$ cat src/rtl/cpu_trace_pkg.sv
// Shared types and width helpers for the CPU trace monitor.
// Trace entries are laid out as {ts, chan, data}; widths come from the instantiating module.
package cpu_trace_pkg;

    localparam int unsigned CYCLE_W  = 32;
    localparam int unsigned DROP_W   = 16;
    localparam int unsigned REASON_W = 2;

    typedef enum logic [1:0] {
        IDLE = 2'd0,
        RUN  = 2'd1,
        DONE = 2'd2
    } state_t;

    typedef enum logic [REASON_W-1:0] {
        R_NONE    = 2'd0,
        R_TIMEOUT = 2'd1,
        R_HALT    = 2'd2
    } reason_t;

    // Channel index width; a single channel still carries a 1-bit index.
    function automatic int unsigned chan_width(input int unsigned channels);
        return (channels > 1) ? $clog2(channels) : 1;
    endfunction

    function automatic int unsigned entry_width(input int unsigned ts_w,
                                                input int unsigned chan_w,
                                                input int unsigned data_w);
        return ts_w + chan_w + data_w;
    endfunction

endpackage

$ cat src/rtl/trace_fifo.sv
// Ring-buffer trace FIFO with show-ahead head and a drop pulse on push-when-full.
// TRACE_OVERWRITE_EN: a push into a full FIFO evicts the oldest entry instead of the new one.
module trace_fifo #(
    parameter int unsigned DEPTH   = 16,
    parameter int unsigned ENTRY_W = 8
) (
    input  logic               clk,
    input  logic               rst,
    input  logic               i_push,
    input  logic [ENTRY_W-1:0] i_push_data,
    input  logic               i_pop,
    output logic [ENTRY_W-1:0] o_head_c,
    output logic               o_empty_c,
    output logic               o_full_c,
    output logic               o_drop_c
);

    localparam int unsigned PTR_W = $clog2(DEPTH);
    localparam int unsigned CNT_W = $clog2(DEPTH + 1);

    logic [ENTRY_W-1:0] r_mem [DEPTH];
    logic [PTR_W-1:0]   r_wr_ptr;
    logic [PTR_W-1:0]   r_rd_ptr;
    logic [CNT_W-1:0]   r_count;

    logic w_pop_ok;
    logic w_push_ok;
    logic w_adv_head;

    assign o_empty_c = (r_count == '0);
    assign o_full_c  = (r_count == CNT_W'(DEPTH));
    assign o_head_c  = r_mem[r_rd_ptr];
    assign w_pop_ok  = i_pop & ~o_empty_c;
    // A simultaneous pop frees the slot, so only an unpopped full push is a loss.
    assign o_drop_c  = i_push & o_full_c & ~w_pop_ok;

`ifdef TRACE_OVERWRITE_EN
    assign w_push_ok  = i_push;
    assign w_adv_head = w_pop_ok | o_drop_c;
`else
    assign w_push_ok  = i_push & ~o_drop_c;
    assign w_adv_head = w_pop_ok;
`endif

    // Storage carries no reset; validity is tracked by r_count.
    always_ff @(posedge clk) begin
        if (w_push_ok) begin
            r_mem[r_wr_ptr] <= i_push_data;
        end
    end

    always_ff @(posedge clk) begin
        if (rst) begin
            r_wr_ptr <= '0;
            r_rd_ptr <= '0;
            r_count  <= '0;
        end else begin
            if (w_push_ok) begin
                r_wr_ptr <= r_wr_ptr + PTR_W'(1);
            end
            if (w_adv_head) begin
                r_rd_ptr <= r_rd_ptr + PTR_W'(1);
            end
            if (w_push_ok && !w_adv_head) begin
                r_count <= r_count + CNT_W'(1);
            end else if (w_adv_head && !w_push_ok) begin
                r_count <= r_count - CNT_W'(1);
            end
        end
    end

endmodule

$ cat src/rtl/cpu_trace_monitor.sv
// Run-control and trace monitor: logs watched-signal changes with timestamps, ends on timeout or halt.
// TRACE_OVERWRITE_EN selects overwrite-oldest instead of drop-newest when the trace FIFO is full.
module cpu_trace_monitor
    import cpu_trace_pkg::*;
#(
    parameter  int unsigned WIDTH       = 32,
    parameter  int unsigned CHANNELS    = 2,
    parameter  int unsigned DEPTH       = 16,
    parameter  int unsigned TS_WIDTH    = 16,
    parameter  int unsigned MAX_CYCLES  = 1000,
    parameter  int unsigned HALT_CYCLES = 8,
    localparam int unsigned CHAN_W      = chan_width(CHANNELS)
) (
    input  logic                      clk,
    input  logic                      rst,
    input  logic                      en,
    input  logic [CHANNELS*WIDTH-1:0] mon_data,
    output logic                      rd_valid,
    input  logic                      rd_ready,
    output logic [WIDTH-1:0]          rd_data,
    output logic [CHAN_W-1:0]         rd_chan,
    output logic [TS_WIDTH-1:0]       rd_ts,
    output logic [CYCLE_W-1:0]        cycle_count,
    output logic                      running,
    output logic                      done,
    output logic [REASON_W-1:0]       done_reason,
    output logic [DROP_W-1:0]         drop_count
);

    localparam int unsigned STAB_W  = $clog2(HALT_CYCLES + 1);
    localparam int unsigned ENTRY_W = entry_width(TS_WIDTH, CHAN_W, WIDTH);

    typedef struct packed {
        logic [TS_WIDTH-1:0] ts;
        logic [CHAN_W-1:0]   chan;
        logic [WIDTH-1:0]    data;
    } entry_t;

    state_t             r_state;
    state_t             w_next_state;
    reason_t            r_reason;
    reason_t            w_next_reason;
    logic [CYCLE_W-1:0] r_cycle_count;
    logic [STAB_W-1:0]  r_stable;
    logic [DROP_W-1:0]  r_drop;
    logic [WIDTH-1:0]   r_prev [CHANNELS];

    logic [CHANNELS-1:0] w_changed;
    logic                w_any;
    logic [CHAN_W-1:0]   w_sel;
    logic [WIDTH-1:0]    w_sel_data;
    logic                w_active;
    logic                w_push;
    logic [CYCLE_W-1:0]  w_cycle_inc;
    logic [STAB_W-1:0]   w_stable_inc;
    logic                w_halt;
    logic                w_timeout;
    entry_t              w_push_entry;
    entry_t              w_head;
    logic                w_empty;
    logic                w_full;
    logic                w_drop;

    assign w_active     = (r_state == RUN) && en;
    assign w_cycle_inc  = r_cycle_count + CYCLE_W'(1);
    assign w_stable_inc = r_stable + STAB_W'(1);
    assign w_halt       = ~w_changed[0] && (w_stable_inc == STAB_W'(HALT_CYCLES));
    assign w_timeout    = (w_cycle_inc == CYCLE_W'(MAX_CYCLES));

    // Change detection and lowest-index pick; unrecorded changes stay pending against r_prev.
    always_comb begin
        w_changed  = '0;
        w_any      = 1'b0;
        w_sel      = '0;
        w_sel_data = '0;
        for (int c = 0; c < CHANNELS; c++) begin
            w_changed[c] = (mon_data[c*WIDTH +: WIDTH] != r_prev[c]);
        end
        for (int c = CHANNELS - 1; c >= 0; c--) begin
            if (w_changed[c]) begin
                w_any      = 1'b1;
                w_sel      = CHAN_W'(c);
                w_sel_data = mon_data[c*WIDTH +: WIDTH];
            end
        end
    end

    always_comb begin
        w_push_entry.ts   = r_cycle_count[TS_WIDTH-1:0];
        w_push_entry.chan = w_sel;
        w_push_entry.data = w_sel_data;
    end

    always_ff @(posedge clk) begin
        if (rst) begin
            r_state <= IDLE;
        end else begin
            r_state <= w_next_state;
        end
    end

    // Next state, done reason and trace push; halt wins when both end conditions coincide.
    always_comb begin
        w_next_state  = r_state;
        w_next_reason = r_reason;
        w_push        = 1'b0;
        unique case (r_state)
            IDLE: begin
                if (en) begin
                    w_next_state = RUN;
                end
            end
            RUN: begin
                if (en) begin
                    w_push = w_any;
                    if (w_halt) begin
                        w_next_state  = DONE;
                        w_next_reason = R_HALT;
                    end else if (w_timeout) begin
                        w_next_state  = DONE;
                        w_next_reason = R_TIMEOUT;
                    end
                end
            end
            DONE: begin
                w_next_state = DONE;
            end
            default: begin
                w_next_state = IDLE;
            end
        endcase
    end

    always_ff @(posedge clk) begin
        if (rst) begin
            r_reason      <= R_NONE;
            r_cycle_count <= '0;
            r_stable      <= '0;
            r_drop        <= '0;
            for (int c = 0; c < CHANNELS; c++) begin
                r_prev[c] <= '0;
            end
        end else begin
            r_reason <= w_next_reason;
            if ((r_state == IDLE) && en) begin
                for (int c = 0; c < CHANNELS; c++) begin
                    r_prev[c] <= mon_data[c*WIDTH +: WIDTH];
                end
            end
            if (w_active) begin
                r_cycle_count <= w_cycle_inc;
                r_stable      <= w_changed[0] ? '0 : w_stable_inc;
                for (int c = 0; c < CHANNELS; c++) begin
                    if (w_any && (w_sel == CHAN_W'(c))) begin
                        r_prev[c] <= w_sel_data;
                    end
                end
            end
            if (w_drop && (r_drop != '1)) begin
                r_drop <= r_drop + DROP_W'(1);
            end
        end
    end

    trace_fifo #(
        .DEPTH   (DEPTH),
        .ENTRY_W (ENTRY_W)
    ) u_trace_fifo (
        .clk         (clk),
        .rst         (rst),
        .i_push      (w_push),
        .i_push_data (w_push_entry),
        .i_pop       (rd_ready),
        .o_head_c    (w_head),
        .o_empty_c   (w_empty),
        .o_full_c    (w_full),
        .o_drop_c    (w_drop)
    );

    // Head fields read as zero while the FIFO is empty.
    assign rd_valid    = ~w_empty;
    assign rd_data     = w_empty ? '0 : w_head.data;
    assign rd_chan     = w_empty ? '0 : w_head.chan;
    assign rd_ts       = w_empty ? '0 : w_head.ts;
    assign cycle_count = r_cycle_count;
    assign running     = (r_state == RUN);
    assign done        = (r_state == DONE);
    assign done_reason = r_reason;
    assign drop_count  = r_drop;

    logic w_unused;
    assign w_unused = w_full;

endmodule
$ cat config.mk
export PLATFORM = sky130hd
export DESIGN_NAME = cpu_trace_monitor
export DESIGN_NICKNAME = d
export VERILOG_FILES = /design/src/rtl/cpu_trace_pkg.sv /design/src/rtl/trace_fifo.sv /design/src/rtl/cpu_trace_monitor.sv
export SDC_FILE = /design/constraint.sdc
export NUM_CORES = 1
export LEC_CHECK = 0
export ABC_AREA = 1
export CAP_MARGIN = 20
export CORE_UTILIZATION = 41
export DETAILED_ROUTE_END_ITERATION = 8
export MAX_ROUTING_LAYER = met4
export PLACE_DENSITY_LB_ADDON = 0.08
export SLEW_MARGIN = 10
export SYNTH_ARGS = -nofsm -noshare
export SYNTH_HDL_FRONTEND = slang
export SYNTH_SLANG_ARGS = --single-unit
$ cat constraint.sdc
create_clock -name clk -period 11.4 [get_ports clk]
set_input_delay 2.28 -clock clk [delete_from_list [all_inputs] [get_ports clk]]
set_output_delay 2.28 -clock clk [all_outputs]
set_load 0.02 [all_outputs]
# After elaboration in Yosys (flattened, before gate mapping)
# Memories as Yosys holds them, arrays and structs flattened. A register that Yosys moved wholly into a read port is not among the register bits.
# Index checks and enable logic that the tools add are counted.
[classes] addsub=7 n_eq_ne=11 muxes=41 bitwise_logic=13 n_reduce_logical=16
[ops] operator="$mux W32" count=7
[ops] operator="$ne A32 B32 Y1" count=2
[ops] operator="$add A32 B1 Y32 const B" count=1
[ops] operator="$eq A32 B10 Y1 const B" count=1
[ops] operator="$mux W1" count=21
[ops] operator="$add A16 B1 Y16 const B" count=1
[ops] operator="$mux W16" count=1
[ops] operator="$ne A16 B16 Y1 const B" count=1
[ops] operator="$add A4 B1 Y4 const B" count=3
[ops] operator="$mux W2" count=6
[ops] operator="$mux W4" count=3
[ops] operator="$mux W5" count=2
[ops] operator="$logic_and A1 B1 Y1" count=8
[ops] operator="$pmux W2 S3" count=1
[ops] operator="$reduce_and A3 Y1" count=2
[ops] operator="$add A5 B1 Y5 const B" count=1
[ops] operator="$eq A5 B5 Y1 const B" count=1
[ops] operator="$logic_not A5 Y1" count=1
[ops] operator="$not A1 Y1" count=5
[ops] operator="$sub A5 B1 Y5 const B" count=1
[ops] operator="$and A1 B1 Y1" count=4
[ops] operator="$eq A4 B4 Y1 const B" count=1
[ops] operator="$ne A2 B2 Y1 const B" count=2
[ops] operator="$or A1 B1 Y1" count=4
[ops] operator="other kinds (6)" count=8
[totals] regBits=69 ramBits=848 in_bits=68 output_inout_bits=102 word_cells=98 memories=2
[mem_list] name="u_trace_fifo.r_mem" depth=16 word_bits=49 rd=1 rd_ports_with_merged_regs=1 wr=1 line="trace_fifo.sv:21" text="logic [ENTRY_W-1:0] r_mem [DEPTH];"
[mem_list] name="r_prev" depth=2 word_bits=32 rd=2 rd_ports_with_merged_regs=0 wr=2 line="cpu_trace_monitor.sv:46" text="logic [WIDTH-1:0] r_prev [CHANNELS];"

# Depth between registers and ports, before layout
[logic_depth] ltp_word=13 mapped_depth=21

# Modules after synthesis
# Synthesis repeated with hierarchy kept, for this count alone.
[hier_totals] cells_unflattened=4008 hier_area_um2=40747.8
[by_module_without_submodules] module="trace_fifo" n_inst=1 cells_per_inst=2813 area_per_inst_um2=32711.4 seq_area_each_um2=23882.9
[by_module_without_submodules] module="cpu_trace_monitor" n_inst=1 cells_per_inst=1195 area_per_inst_um2=8036.5 seq_area_each_um2=3042.9

# Worst setup path after synthesis
# Ideal clock, no wire load.
[synth_timing] path_type="input to register" startpoint="input mon_data[18]" endpoint="memory r_prev[1][0], in the netlist r_prev[0][32], enable pin" arrival_time_ps=5580 required_ps=10934 slack_ps=5355 cell_stages=10 n_path_buf=2 cell_sequence="xor2_1 > nor2_1 > nand2_1 > nor2_1 > nand2_1 > nor2_1 > buf_4 > o21ai_2 > buf_2 > o21ai_0"
[synth_rtl] item="start, declared" line="cpu_trace_monitor.sv:17" text="input logic [CHANNELS*WIDTH-1:0] mon_data,"
[synth_rtl] item="end, declared" line="cpu_trace_monitor.sv:46"

==> impl_results.md <==
- Status: complete, no violations
- Min-Delay Path Class: register to register
- Post-CTS Setup Bufs: 0
- Setup TNS: 0 ps
- FF-to-FF path depth: 11
- DRT Pass-1 Iters: 5
- Critical Path End: rd_ts[0]
- Design Power: 0.009677 W
- Worst path slowest cell: dfxtp_4
- Cts bufs inserted: 98
- Register Area: 0.02694 mm²
- Latest clock arrival within the worst-skew pair: 660 ps
- Number of flops mapped to enable cells by yosys: 848
- Number of vias per cell: 5.621
- Reg2reg end: u_trace_fifo.r_mem[2][12]
- Initial antenna violation count: 1
- Total GRT Usage: 24.02%
- Multi-input gate area: 0.01039 mm²
- Core area: 0.09347 mm²
- Worst Skew: 32.98 ps
- Hold Crit Depth: 2
- # Max-Cap Violations: 0
- CP peak stage delay: 970 ps
- Root buffer cell: clkbuf_16
- # DRC: 0
- Share of cells above drive strength 1: 8.005%
- Via Count: 26440
- Slew @ Worst Pin: 1125 ps
- Final Net Count: 3458
- P&R area growth vs syn: 15.73%
- WP depth: 7
- CP Data Required Time: 9120 ps
- Min Tclk post-route: 7629 ps
- Most frequent cells after synthesis: edfxtp_1 (848), nor2_1 (530), o21ai_0 (497), nand2_1 (251)
- GPL Wtd Cong: 0.8465
- Power density over the cells: 215.8 mW/mm²
- Count leader, synth: edfxtp_1
- Fill count: 8423
- Mapped Area: 0.03874 mm²
- Tcrit/Tclk final: 66.92%
- Startpoint of the worst-slack reg-to-reg timing path: r_state[1]
- Top cell family by delay on the critical path: buffers and inverters
- H-tree levels: 3
- Vias in the first global route: 26782
- CP startpoint kind: register
- Worst-path fanout max: 108
- RSZ-0062 raised after global routing: false
- Cell mode on critical path: buf_4
- Initial Util: 41.45%
- Clock Pin Slew Worst Setup and Hold Paths: 60 ps
- Avg Synthesized Cell Area: 11.89 µm²
- Post-synth top area share: 65.73%
- Leakage: 14.93 nW
- Yosys top cell by area: edfxtp_1
- CTS tree: yes
- Clock sink count: 921
- ANT nets after route: 0
- Rel. slew slack: 24.81%
- First-pass GRT wire length: 165800 µm
- CTS Buffer Depth: 3
- Chip width: 309.4 µm
- Top-level port count: 170
- Final Slew Violations: 0
- Die Ht: 309.4 µm
- Largest net degree at the start of global routing: 198
- Row count: 112
- CP endpoint kind: output port
- Hold bufs inserted after CTS: 0
- Buf/Inv on CP: 3
- WL/cell: 23.75 µm
- Gate Count Post-Synth: 3258
- Netlist cell types: 41
- Initial detailed-routing violation count: 2304
- Synth warn: 0
- CP Class: register to output port
- Final wirelength: 111700 µm
- Top FF cell, synth: edfxtp_1
- Critical path arrival: 5350 ps
- Final setup fails: 0
- Crit-path cells: buf_4, buf_4, o21ai_0, o221ai_1, o211ai_1, a21oi_1, clkdlybuf4s50_1
- Fmax: 131.1 MHz
- Synth area leaders: edfxtp_1 (66%), o21ai_0 (6.4%), nor2_1 (5.1%)
- Worst reg2reg setup slack: 6990 ps
- Hold Violations, Final: 0
- Syn Nets: 3344
- Post-synth ARST share: 0%
- HPWL after DPL: 60410 µm
- Port Buffers: 169
- Gr ovfl total: 0
- PostCTS Resize Cnt: 0
- Die ar.: 0.09573 mm²
- Post-synthesis sequential area ratio: 69.50%
- Maximum VDD drop: 0.1514 mV
- Post-synthesis register bit count: 921
==> layout by cell type, fill, tap and decap left out, types with 6 or more instances in the layout <==
cell type        synthesis  final
inv_1                  186    183
nand2_2                  5      6
nand2_1                251    250
nand4_1                 18     18
clkinv_2                 0     18
nor3_1                  11     11
o21ai_0                497    496
clkdlybuf4s50_1          0    168
ha_1                    17     17
o22ai_2                 28     30
dfxtp_1                 73     69
buf_4                   17     51
o221ai_1               144    144
o22ai_1                 56     54
a21oi_1                110    110
clkbuf_16                0     98
clkinv_1                 1     17
clkbuf_1               186     28
nor2_1                 530    512
nand3_1                 97     97
nor2_4                   7     24
xnor2_1                 29     29
edfxtp_1               848    848
xor2_1                  44     44
o21ai_1                  7      7
o211ai_1                55     55
==> where the power goes <==
part / switching (W) / internal, W / total, W
combinational: 0.00176 / 0.000854 / 0.00261
sequential: 0.000159 / 0.00392 / 0.00408
clock: 0.00128 / 0.00170 / 0.00298
total: 0.00320 / 0.00648 / 0.00968
==> layer usage <==
layer / GRT usage, % / share of wire, % / up-vias / wire length (µm)
met4: 7.610 / 2.6 / 0 / 2951
met5: - / 0 / - / 0
li1: - / - / 12133 / -
met1: 31.57 / 43 / 13252 / 48300
met2: 38.82 / 48 / 876 / 53780
met3: 3.006 / 6.0 / 179 / 6673
==> flip-flops by register name, indices dropped and copies added, names as in the netlist, named ones only <==
signal	count
cycle_count	32
done_reason	2
drop_count	16
r_prev	64
r_stable	4
r_state	2
u_trace_fifo.r_count	5
u_trace_fifo.r_mem	784
u_trace_fifo.r_rd_ptr	4
u_trace_fifo.r_wr_ptr	4
==> layout make-up <==
class | instances | share of cell area, %
Sequential cell | 921 | 60.08
Multi-Input combinational cell | 1933 | 23.17
Clock buffer | 130 | 5.826
Timing Repair Buffer | 228 | 4.995
Tap cell | 1254 | 3.499
Inverter | 190 | 1.616
Clock inverter | 46 | 0.8036
Antenna cell | 2 | 0.01116
==> kinds of logic after synthesis <==
kind of cell	share of synthesized area (%)
and+or+nand+nor	9.966
DFF	69.50
AOI/OAI and AO/OA	14.18
buffers and inverters	4.108
xor gates and xnor gates	1.650
adders and majority gates	0.6007
==> stage by stage <==
step / std cells / hold slack [ps] / setup slack (ps) / utilization [%] / area [µm²]
2_1_floorplan: 3258 / 436.2 / 5355 / - / 38740
3_3_place_gp: 4518 / 442.3 / 4471 / 44.60 / 41690
3_5_place_dp: 4523 / 443.2 / 4400 / 44.71 / 41790
4_1_cts: 4699 / 459.7 / 3695 / 47.89 / 44770
5_1_grt: 4702 / 472.2 / 3218 / 47.97 / 44830
6_report: 4704 / 448.3 / 3771 / 47.97 / 44840
==> worst min path at each step <==
| stage | from | slack [ps] | endpoint |
|---|---|---|---|
| after floorplan | u_trace_fifo.r_rd_ptr[3] | 440 | register |
| after global placement | done_reason[0] | 440 | done_reason[0] |
| after detailed placement | done_reason[0] | 440 | done_reason[0] |
| after CTS | done_reason[0] | 460 | done_reason[0] |
| after global routing | done_reason[0] | 470 | done_reason[0] |
| final | done_reason[0] | 450 | done_reason[0] |
==> worst register-to-register path, delay by kind of cell (launching register included) <==
kind                       cells  cell delay [ps]
adders and majority gates      1              240
buffers and inverters          5             1490
DFF                            1              320
and+or+nand+nor                5             1940
Note: power is estimated with default switching activity, not from simulation.
